===== src/rtl/vga_pkg.sv =====
// Shared types and constants for the VGA pattern pipeline stage.
package vga_pkg;

  localparam int unsigned H_ACTIVE_DEFAULT = 640;
  localparam int unsigned V_ACTIVE_DEFAULT = 480;
  localparam int unsigned COORD_W          = 10;
  localparam int unsigned BOX_W            = 11;
  localparam int unsigned MODE_W           = 2;
  localparam int unsigned RGB_W            = 6;

  typedef enum logic [MODE_W-1:0] {
    MODE_WHITE = 2'd0,
    MODE_BARS  = 2'd1,
    MODE_CHECK = 2'd2,
    MODE_BOX   = 2'd3
  } mode_e;

  // {r1,r0,g1,g0,b1,b0}
  typedef logic [RGB_W-1:0] rgb_t;

  localparam rgb_t WHITE = 6'b11_11_11;
  localparam rgb_t BLACK = 6'b00_00_00;
  localparam rgb_t RED   = 6'b11_00_00;
  localparam rgb_t GREEN = 6'b00_11_00;
  localparam rgb_t BLUE  = 6'b00_00_11;

  typedef enum logic {
    DIR_POS = 1'b0,
    DIR_NEG = 1'b1
  } dir_e;

  typedef struct packed {
    logic [BOX_W-1:0] pos;
    dir_e             dir;
  } axis_t;

  // One bounce step on one axis; a reversal holds position for that frame.
  function automatic axis_t bounce(input axis_t cur, input logic [BOX_W-1:0] hi,
                                   input logic [BOX_W-1:0] step);
    axis_t nxt;
    nxt = cur;
    if (cur.dir == DIR_POS) begin
      if (cur.pos + step > hi) nxt.dir = DIR_NEG;
      else                     nxt.pos = cur.pos + step;
    end else begin
      if (cur.pos < step) nxt.dir = DIR_POS;
      else                nxt.pos = cur.pos - step;
    end
    return nxt;
  endfunction

endpackage


===== src/rtl/vga_box_mover.sv =====
// Bouncing-box position state: each axis steps or reverses once per frame start.
module vga_box_mover
  import vga_pkg::*;
#(
  parameter int unsigned H_ACTIVE = H_ACTIVE_DEFAULT,
  parameter int unsigned V_ACTIVE = V_ACTIVE_DEFAULT,
  parameter int unsigned BOX_SIZE = 32,
  parameter int unsigned BOX_STEP = 2
) (
  input  logic             clk_in,
  input  logic             reset,
  input  logic             frame_start,
  output logic [BOX_W-1:0] box_x,
  output logic [BOX_W-1:0] box_y
);

  localparam logic [BOX_W-1:0] X_HI = BOX_W'(H_ACTIVE - BOX_SIZE);
  localparam logic [BOX_W-1:0] Y_HI = BOX_W'(V_ACTIVE - BOX_SIZE);
  localparam logic [BOX_W-1:0] STEP = BOX_W'(BOX_STEP);

  axis_t ax_q, ax_d, ay_q, ay_d;

  always_ff @(posedge clk_in or posedge reset) begin
    if (reset) begin
      ax_q <= '{pos: '0, dir: DIR_POS};
      ay_q <= '{pos: '0, dir: DIR_POS};
    end else begin
      ax_q <= ax_d;
      ay_q <= ay_d;
    end
  end

  always_comb begin
    ax_d = ax_q;
    ay_d = ay_q;
    if (frame_start) begin
      ax_d = bounce(ax_q, X_HI, STEP);
      ay_d = bounce(ay_q, Y_HI, STEP);
    end
  end

  assign box_x = ax_q.pos;
  assign box_y = ay_q.pos;

endmodule


===== src/rtl/vga_pattern_gen.sv =====
// Test-pattern colour stage behind vga_sync; rebuilds x/y from the sync stream.
// Define VGA_PATTERN_BORDER_EN to paint a red one-pixel frame around the active area.
module vga_pattern_gen
  import vga_pkg::*;
#(
  parameter int unsigned H_ACTIVE        = H_ACTIVE_DEFAULT,
  parameter int unsigned V_ACTIVE        = V_ACTIVE_DEFAULT,
  parameter bit          SYNC_ACTIVE_LOW = 1'b1,
  parameter int unsigned CHECK_LOG2      = 5,
  parameter int unsigned BOX_SIZE        = 32,
  parameter int unsigned BOX_STEP        = 2
) (
  input  logic              clk_in,
  input  logic              reset,
  input  logic              h_sync_in,
  input  logic              v_sync_in,
  input  logic              display_en_in,
  input  logic [MODE_W-1:0] mode,
  output logic [1:0]        r,
  output logic [1:0]        g,
  output logic [1:0]        b,
  output logic              h_sync,
  output logic              v_sync,
  output logic              display_en
);

  localparam logic               SYNC_IDLE = SYNC_ACTIVE_LOW;
  localparam logic [COORD_W-1:0] X_MAX     = COORD_W'(H_ACTIVE - 1);
  localparam logic [COORD_W-1:0] Y_MAX     = COORD_W'(V_ACTIVE - 1);
  localparam logic [COORD_W-1:0] BAR_LAST  = COORD_W'(H_ACTIVE / 8 - 1);
  localparam logic [BOX_W-1:0]   BOX_LEN   = BOX_W'(BOX_SIZE);

  logic [COORD_W-1:0] x_q, x_d, y_q, y_d, bar_cnt_q, bar_cnt_d;
  logic [2:0]         bar_idx_q, bar_idx_d;
  mode_e              mode_q, mode_d;
  rgb_t               rgb_q, rgb_d;
  logic               h_sync_q, v_sync_q, display_en_q;
  logic               frame_start_c, de_fall_c, in_box_c;
  logic [BOX_W-1:0]   box_x, box_y;

  // The delayed sync/enable flops double as the edge-detect history.
  assign frame_start_c = (v_sync_in != SYNC_IDLE) && (v_sync_q == SYNC_IDLE);
  assign de_fall_c     = display_en_q && !display_en_in;

  vga_box_mover #(
    .H_ACTIVE (H_ACTIVE),
    .V_ACTIVE (V_ACTIVE),
    .BOX_SIZE (BOX_SIZE),
    .BOX_STEP (BOX_STEP)
  ) u_box_mover (
    .clk_in      (clk_in),
    .reset       (reset),
    .frame_start (frame_start_c),
    .box_x       (box_x),
    .box_y       (box_y)
  );

  always_ff @(posedge clk_in or posedge reset) begin
    if (reset) begin
      x_q          <= '0;
      y_q          <= '0;
      bar_cnt_q    <= '0;
      bar_idx_q    <= '0;
      mode_q       <= MODE_WHITE;
      rgb_q        <= BLACK;
      h_sync_q     <= SYNC_IDLE;
      v_sync_q     <= SYNC_IDLE;
      display_en_q <= 1'b0;
    end else begin
      x_q          <= x_d;
      y_q          <= y_d;
      bar_cnt_q    <= bar_cnt_d;
      bar_idx_q    <= bar_idx_d;
      mode_q       <= mode_d;
      rgb_q        <= rgb_d;
      h_sync_q     <= h_sync_in;
      v_sync_q     <= v_sync_in;
      display_en_q <= display_en_in;
    end
  end

  // Pixel position and bar tracking
  always_comb begin
    x_d       = x_q;
    y_d       = y_q;
    bar_cnt_d = bar_cnt_q;
    bar_idx_d = bar_idx_q;
    mode_d    = frame_start_c ? mode_e'(mode) : mode_q;
    if (de_fall_c) begin
      x_d       = '0;
      bar_cnt_d = '0;
      bar_idx_d = '0;
    end else if (display_en_in) begin
      if (x_q != X_MAX) x_d = x_q + COORD_W'(1);
      if (bar_cnt_q == BAR_LAST) begin
        bar_cnt_d = '0;
        bar_idx_d = bar_idx_q + 3'd1;
      end else begin
        bar_cnt_d = bar_cnt_q + COORD_W'(1);
      end
    end
    if (frame_start_c)                  y_d = '0;
    else if (de_fall_c && y_q != Y_MAX) y_d = y_q + COORD_W'(1);
  end

  assign in_box_c = ({1'b0, x_q} >= box_x) && ({1'b0, x_q} < box_x + BOX_LEN) &&
                    ({1'b0, y_q} >= box_y) && ({1'b0, y_q} < box_y + BOX_LEN);

  // Colour for the pixel currently on the inputs
  always_comb begin
    rgb_d = BLACK;
    if (display_en_in) begin
      case (mode_q)
        MODE_WHITE: rgb_d = WHITE;
        MODE_BARS:  rgb_d = {{2{~bar_idx_q[2]}}, {2{~bar_idx_q[1]}}, {2{~bar_idx_q[0]}}};
        MODE_CHECK: rgb_d = (x_q[CHECK_LOG2] ^ y_q[CHECK_LOG2]) ? WHITE : BLACK;
        MODE_BOX:   rgb_d = in_box_c ? GREEN : BLUE;
        default:    rgb_d = BLACK;
      endcase
`ifdef VGA_PATTERN_BORDER_EN
      if (x_q == '0 || x_q == X_MAX || y_q == '0 || y_q == Y_MAX) rgb_d = RED;
`else
`endif
    end
  end

  assign r          = rgb_q[5:4];
  assign g          = rgb_q[3:2];
  assign b          = rgb_q[1:0];
  assign h_sync     = h_sync_q;
  assign v_sync     = v_sync_q;
  assign display_en = display_en_q;

endmodule


===== config.mk =====
export PLATFORM = sky130hd
export DESIGN_NAME = vga_pattern_gen
export DESIGN_NICKNAME = d
export VERILOG_FILES = /design/src/rtl/vga_pkg.sv /design/src/rtl/vga_box_mover.sv /design/src/rtl/vga_pattern_gen.sv
export SDC_FILE = /design/constraint.sdc
export NUM_CORES = 1
export LEC_CHECK = 0
export CAP_MARGIN = 15
export CORE_ASPECT_RATIO = 0.8
export CORE_MARGIN = 2
export CORE_UTILIZATION = 40
export DETAILED_ROUTE_END_ITERATION = 8
export SLEW_MARGIN = 20
export SYNTH_ARGS = -nofsm -noshare
export SYNTH_HDL_FRONTEND = slang
export SYNTH_SLANG_ARGS = --single-unit

===== constraint.sdc =====
create_clock -name clk_in -period 2.4 [get_ports clk_in]
set_input_delay 0.48 -clock clk_in [delete_from_list [all_inputs] [get_ports clk_in]]
set_output_delay 0.48 -clock clk_in [all_outputs]
set_load 0.02 [all_outputs]

== Word level (Yosys, flattened, before mapping) ==
Index checks and enable logic that the tools add are counted.
Word-level totals
  input bits: 7
  output and inout bits: 9
  register bits after elaboration: 68
Cells by class
  magnitude comparators: 8
  bitwise operators: 5
  add/sub/neg operators: 10
  muxes and demuxes: 25
  reduce and logical (&&, ||, !) cells: 16
  equality and inequality tests: 10
Operators with widths (count)
  10-bit two-way mux: 8
  11-bit two-way mux: 4
  10-bit by 1-bit adder with 10-bit output, second input constant: 3
  12-bit two-way mux: 2
  6-bit one-hot mux with 4 select lines: 1
  11-bit by 2-bit adder with 11-bit output, second input constant: 2
  11-bit by 6-bit adder with 11-bit output, second input constant: 2
  10-bit by 11-bit >= comparator with 1-bit output: 2
  10-bit by 11-bit < comparator with 1-bit output: 2
  11-bit by 2-bit < comparator with 1-bit output, second input constant: 2
  11-bit by 2-bit subtractor with 11-bit output, second input constant: 2
  6-bit two-way mux: 2
  11-bit by 10-bit greater-than comparator with 1-bit output, second input constant: 1
  11-bit by 9-bit greater-than comparator with 1-bit output, second input constant: 1
  10-bit by 7-bit == test with 1-bit output, second input constant: 1
  10-bit != test, second input constant: 1
  10-bit by 9-bit != test with 1-bit output, second input constant: 1
  3-bit two-way mux: 3
  2-bit nonzero test: 4
  1-bit logical AND: 6
  3-bit AND reduction: 2
  2-bit == test, second input constant: 2
  1-bit two-way mux: 4
  4-bit two-way mux: 1
  other kinds (9): 15

== Depth between registers and ports, before layout ==
  depth in word-level cells: 8
  depth in mapped cells: 10
  mapped depth without buffers: 9

== Hierarchy ==
From an unflattened synthesis, not the netlist that was laid out.
Unflattened totals
  cells, all modules: 570
  area total of the unflattened synthesis: 4916.0 um2
By module, submodules not included
  vga_pattern_gen: cells each 327, area each 2922.8 um2, instances 1
  vga_box_mover: cells each 243, area each 1993.2 um2, instances 1

== Least setup slack after synthesis ==
No wires, ideal clock.
  path kind: flip-flop to flip-flop
  start point: register u_box_mover.ay_q, in the netlist u_box_mover.box_y[1]
  end point: register u_box_mover.ay_q, in the netlist u_box_mover.box_y[7]
  setup slack: 0.284 ns
  setup time: 0.087 ns
  cell stages (with the launch flop): 9
  data arrival time: 2.029 ns
  cell sequence: dfrtp_1 > ha_1 > nand4_2 > xnor2_1 > nor2_1 > a311oi_4 > nand2_2 > or2_0 > a22oi_1
On the way
  word-level cells in the longest chain between the ends: 4
  elaborated cells between the ends (all ways): 10
  those cells by class: add/sub: 2; order compare: 2; eq/ne: 2; mux: 3; reduce/logical: 1
Ends and longest elaborated chain
  start, declared: RTL line vga_box_mover.sv:21  | axis_t ax_q, ax_d, ay_q, ay_d;
  start signal, assigned: RTL line vga_box_mover.sv:26  | ay_q <= '{pos: '0, dir: DIR_POS};
  start signal, assigned: RTL line vga_box_mover.sv:29  | ay_q <= ay_d;
  11-bit by 2-bit adder with 11-bit output: RTL line vga_pkg.sv:43, vga_pkg.sv:44
  11-bit by 9-bit greater-than comparator with 1-bit output: RTL line vga_pkg.sv:43  | if (cur.pos + step > hi) nxt.dir = DIR_NEG;
  2-bit by 1-bit != test with 1-bit output (no source line)
  3-bit AND reduction (no source line)
Parallel ways exist; a longest one is shown, timed or not. The select of a mux whose other input is x is not followed.
A chain may end at the register's enable or synchronous reset.

== Final worst setup path ==
  start point: register u_box_mover.ay_q, in the netlist u_box_mover.box_y[5]
  end point: register rgb_q[3]
On the way
  word-level cells in the longest chain between the ends: 6
  elaborated cells between the ends (all ways): 8
  those cells by class: add/sub: 1; order compare: 2; mux: 3; reduce/logical: 2
Ends and longest elaborated chain
  11-bit by 6-bit adder with 11-bit output / 10-bit by 11-bit >= comparator with 1-bit output (equally long branches): RTL line vga_pattern_gen.sv:107  | ({1'b0, y_q} >= box_y) && ({1'b0, y_q} < box_y + BOX_LEN);
  10-bit by 11-bit < comparator with 1-bit output / 1-bit logical AND (equally long branches): RTL line vga_pattern_gen.sv:107, vga_pattern_gen.sv:106
  1-bit logical AND *: RTL line vga_pattern_gen.sv:107
  4-bit two-way mux *: RTL line vga_pattern_gen.sv:117  | MODE_BOX: rgb_d = in_box_c ? GREEN : BLUE;
  6-bit one-hot mux with 4 select lines *: RTL line vga_pattern_gen.sv:113  | case (mode_q)
  6-bit two-way mux *: RTL line vga_pattern_gen.sv:112  | if (display_en_in) begin
  end signal, assigned: RTL line vga_pattern_gen.sv:75  | rgb_q <= rgb_d;
  end, declared: RTL line vga_pattern_gen.sv:36  | rgb_t rgb_q, rgb_d;
Every way passes the cells marked *; elsewhere a longest branch is shown, timed or not.

==> flow_summary.ini <==
[critical_path]
required_ns = 2.68
arrival_ns = 2.61
critPathCaptureType = register
criticalPathCategory = reg2reg
r2r-start = u_box_mover.box_y[5]
critPathMaxFanout = 5
crit_start = u_box_mover.box_y[5]
crit_path_start_kind = register

[cells_and_area]
ff_latch_area_um2 = 1580
num_antenna_cells = 0
fin_nets = 600
final_common_cell = dfrtp_1
area_growth_pct = 15.6
layout.cells.most_common_list = 57 x dfrtp_1, 52 x nor2_1, 50 x nand2_1
drive_above_1_share_pct = 12.1
fillerInstances = 1102
multi_input_area_um2 = 2820

[sta]
hold_viol = 0
setup_violations = 0
finalClockSkew_ns = 0.0102
slew_viol_final = 0
relSlewSlack_pct = 49.2
totalNegativeSetupSlack_ns = 0
worst_hold_slack_ns = 0.446
setup_slack_ns = 0.0687
max_freq_ghz = 0.429
period_share_pct = 97.1
worstMarginPinSlew_ns = 0.759
finalCriticalPeriod_ns = 2.33

[clocking]
clk_latency_ns = 0.34
path_clk_slew_ns = 0.06
cts_tree = built
cts_max_path_buffers = 2
cts.sinks = 63
cts_buffers = 9
htree_levels = 3
cts_root_buffer = clkbuf_16

[power_and_ir_drop]
leakage_nw = 2.33
powerDensity_nw_per_um2 = 909
power_frac_clock_pct = 27.2
combPwrFrac_pct = 39.9
ir_drop_mv = 0.478
swShare_pct = 39.4
p_seq_share_pct = 32.9
finalPower_mw = 4.85
p_int_mw = 2.94
power_switching_mw = 1.91

[flow_run]
maxCapViolCount = 0

[floorplanning]
start_util_pct = 40.5
fp.dieW_um = 124
die_h_um = 100
io_pins = 16
die_area_um2 = 12400
core_region_area_um2 = 11400
rows = 35

[logic_synthesis]
synthTopCellsByArea = dfrtp_1 33%, ha_1 11%, xnor2_1 6.1%, nor2_1 4.2%, nand2_1 4.1%
syn_area_um2 = 4610
synth.largest_area_cell = dfrtp_1
yosys.area_share.adder_pct = 11.4
async_flop_share_pct = 100
synth_top_family_by_area = simple AND/OR/NAND/NOR gates
syn_avg_cell_area_um2 = 8.72
yosys.area.top_type_share_pct = 33.1
synth_compound_area_share_pct = 16.1
muxShareOfSynthArea_pct = 1.57
synth_simple_gate_area_share_pct = 22.9
synth_xor_area_share_pct = 8.74
syn_inst = 529
synth_cell_types = 66
synth_nets = 578
yosysWarnings = 0
synth_seq_area_share_pct = 34.2
ys_seq_elements = 63
synth_edf_count = 0
synthFlopType = dfrtp_1

[worst_hold_path]
hp-class = in2async

[global_routing]
grt_max_degree = 21
grt_pass1_vias = 3682
grt_pass1_wl_mm = 18.2
track_usage_pct = 18.8
overflow = 0
antenna_found_initial = 0

[placement]
dp_slack_ns = 0.0242
finalWeightedCongestion = 0.852
io_buffers = 15
hpwl_mm = 7.85

[detailed_routing]
vias_per_cell = 5.54
drt_wl_total_mm = 10.6
num_vias = 3902
drt_first_pass_iters = 6
routedWlPerCell_um = 15.0
ant_nets = 0
drt_iter0_markers = 257
drc = 0

[run_status]
status = completed
-- critical path: stages (launching register included) --
cell and delay (ns):
dfrtp_1 0.45, ha_1 0.27, nand3_1 0.11, xnor2_1 0.16
ha_1 0.19, a2111oi_0 0.40, a21oi_1 0.18, nor4_1 0.32
o211a_1 0.19
-- power by group through the flow --
stage | registers (mW) | clock network (mW) | logic (mW)
2_1_floorplan | 1.45 | 0 | 1.51
3_3_place_gp | 1.58 | 0 | 1.83
3_5_place_dp | 1.59 | 0 | 1.87
4_1_cts | 1.58 | 1.36 | 1.88
5_1_grt | 1.63 | 1.40 | 2.18
6_report | 1.59 | 1.32 | 1.93
-- state kept, by name, summed over array words and instances (netlist names) --
register and cells:
bar_cnt_q 10, bar_idx_q 3, display_en 1, h_sync 1
mode_q 2, rgb_q 3, u_box_mover.ax_q 1, u_box_mover.ay_q 1
u_box_mover.box_x 10, u_box_mover.box_y 10, v_sync 1, x_q 10
y_q 10
-- cells in the mapped netlist (6+ instances only) --
master,n
dfrtp_1,61
nor2_1,52
nand2_1,50
ha_1,42
o21ai_0,35
xnor2_1,32
nand3_1,31
inv_1,24
a21oi_1,14
clkbuf_1,14
xor2_1,14
nand4_1,12
nor3_1,12
nand2b_1,9
a31oi_1,8
and3_1,7
buf_4,7
o211ai_1,7
a22o_1,6
-- stage by stage --
step / cell area [um2] / cells / util (%)
after global routing: 5330 / 704 / 46.8
after CTS: 5300 / 703 / 46.5
after global placement: 4990 / 687 / 43.9
after detailed placement: 4990 / 687 / 43.9
after floorplan: 4610 / 529 / -
final: 5330 / 704 / 46.8
-- cell type report --
class	count	share of cell area (%)
multi-input combinational	412	52.9
sequential	63	29.7
timing repair buffer	39	6.43
clock buffer	12	4.62
tap	148	3.47
inverter	26	1.83
clock inverter	4	1.03
-- cell families after synthesis --
group / Yosys count
compound gates: 109
xor+xnor: 46
mux: 7
fa+ha+maj: 42
buf+inv: 54
simple gates: 208
flops: 63
-- metal layers --
| layer | vias to the layer above | share of wire [%] | track usage (%) |
|---|---|---|---|
| li1 | 1918 | - | - |
| met3 | 19 | 4.4 | 4.26 |
| met4 | 0 | 1.9 | 7.09 |
| met2 | 92 | 43 | 26.8 |
| met1 | 1873 | 51 | 27.5 |
| met5 | - | 0 | 0 |
-- repair_timing --
action,in CTS,in global routing
setup endpoints to repair,0,5
hold buffers,0,0
buffers inserted,0,1
gates resized for setup,0,8
-- worst paths after layout --
path	to	slack, ns	cells after the start
worst max-delay path	rgb_q[3]	0.07	8
worst min-delay path	x_q[8]	0.45	2
worst max register to register	rgb_q[3]	0.07	8
worst min register to register	bar_cnt_q[9]	0.48	1
max in group asynchronous	u_box_mover.box_y[1]	1.36	3
min in group clk_in	bar_cnt_q[9]	0.48	1
Note: power is estimated with default switching activity, not from simulation.
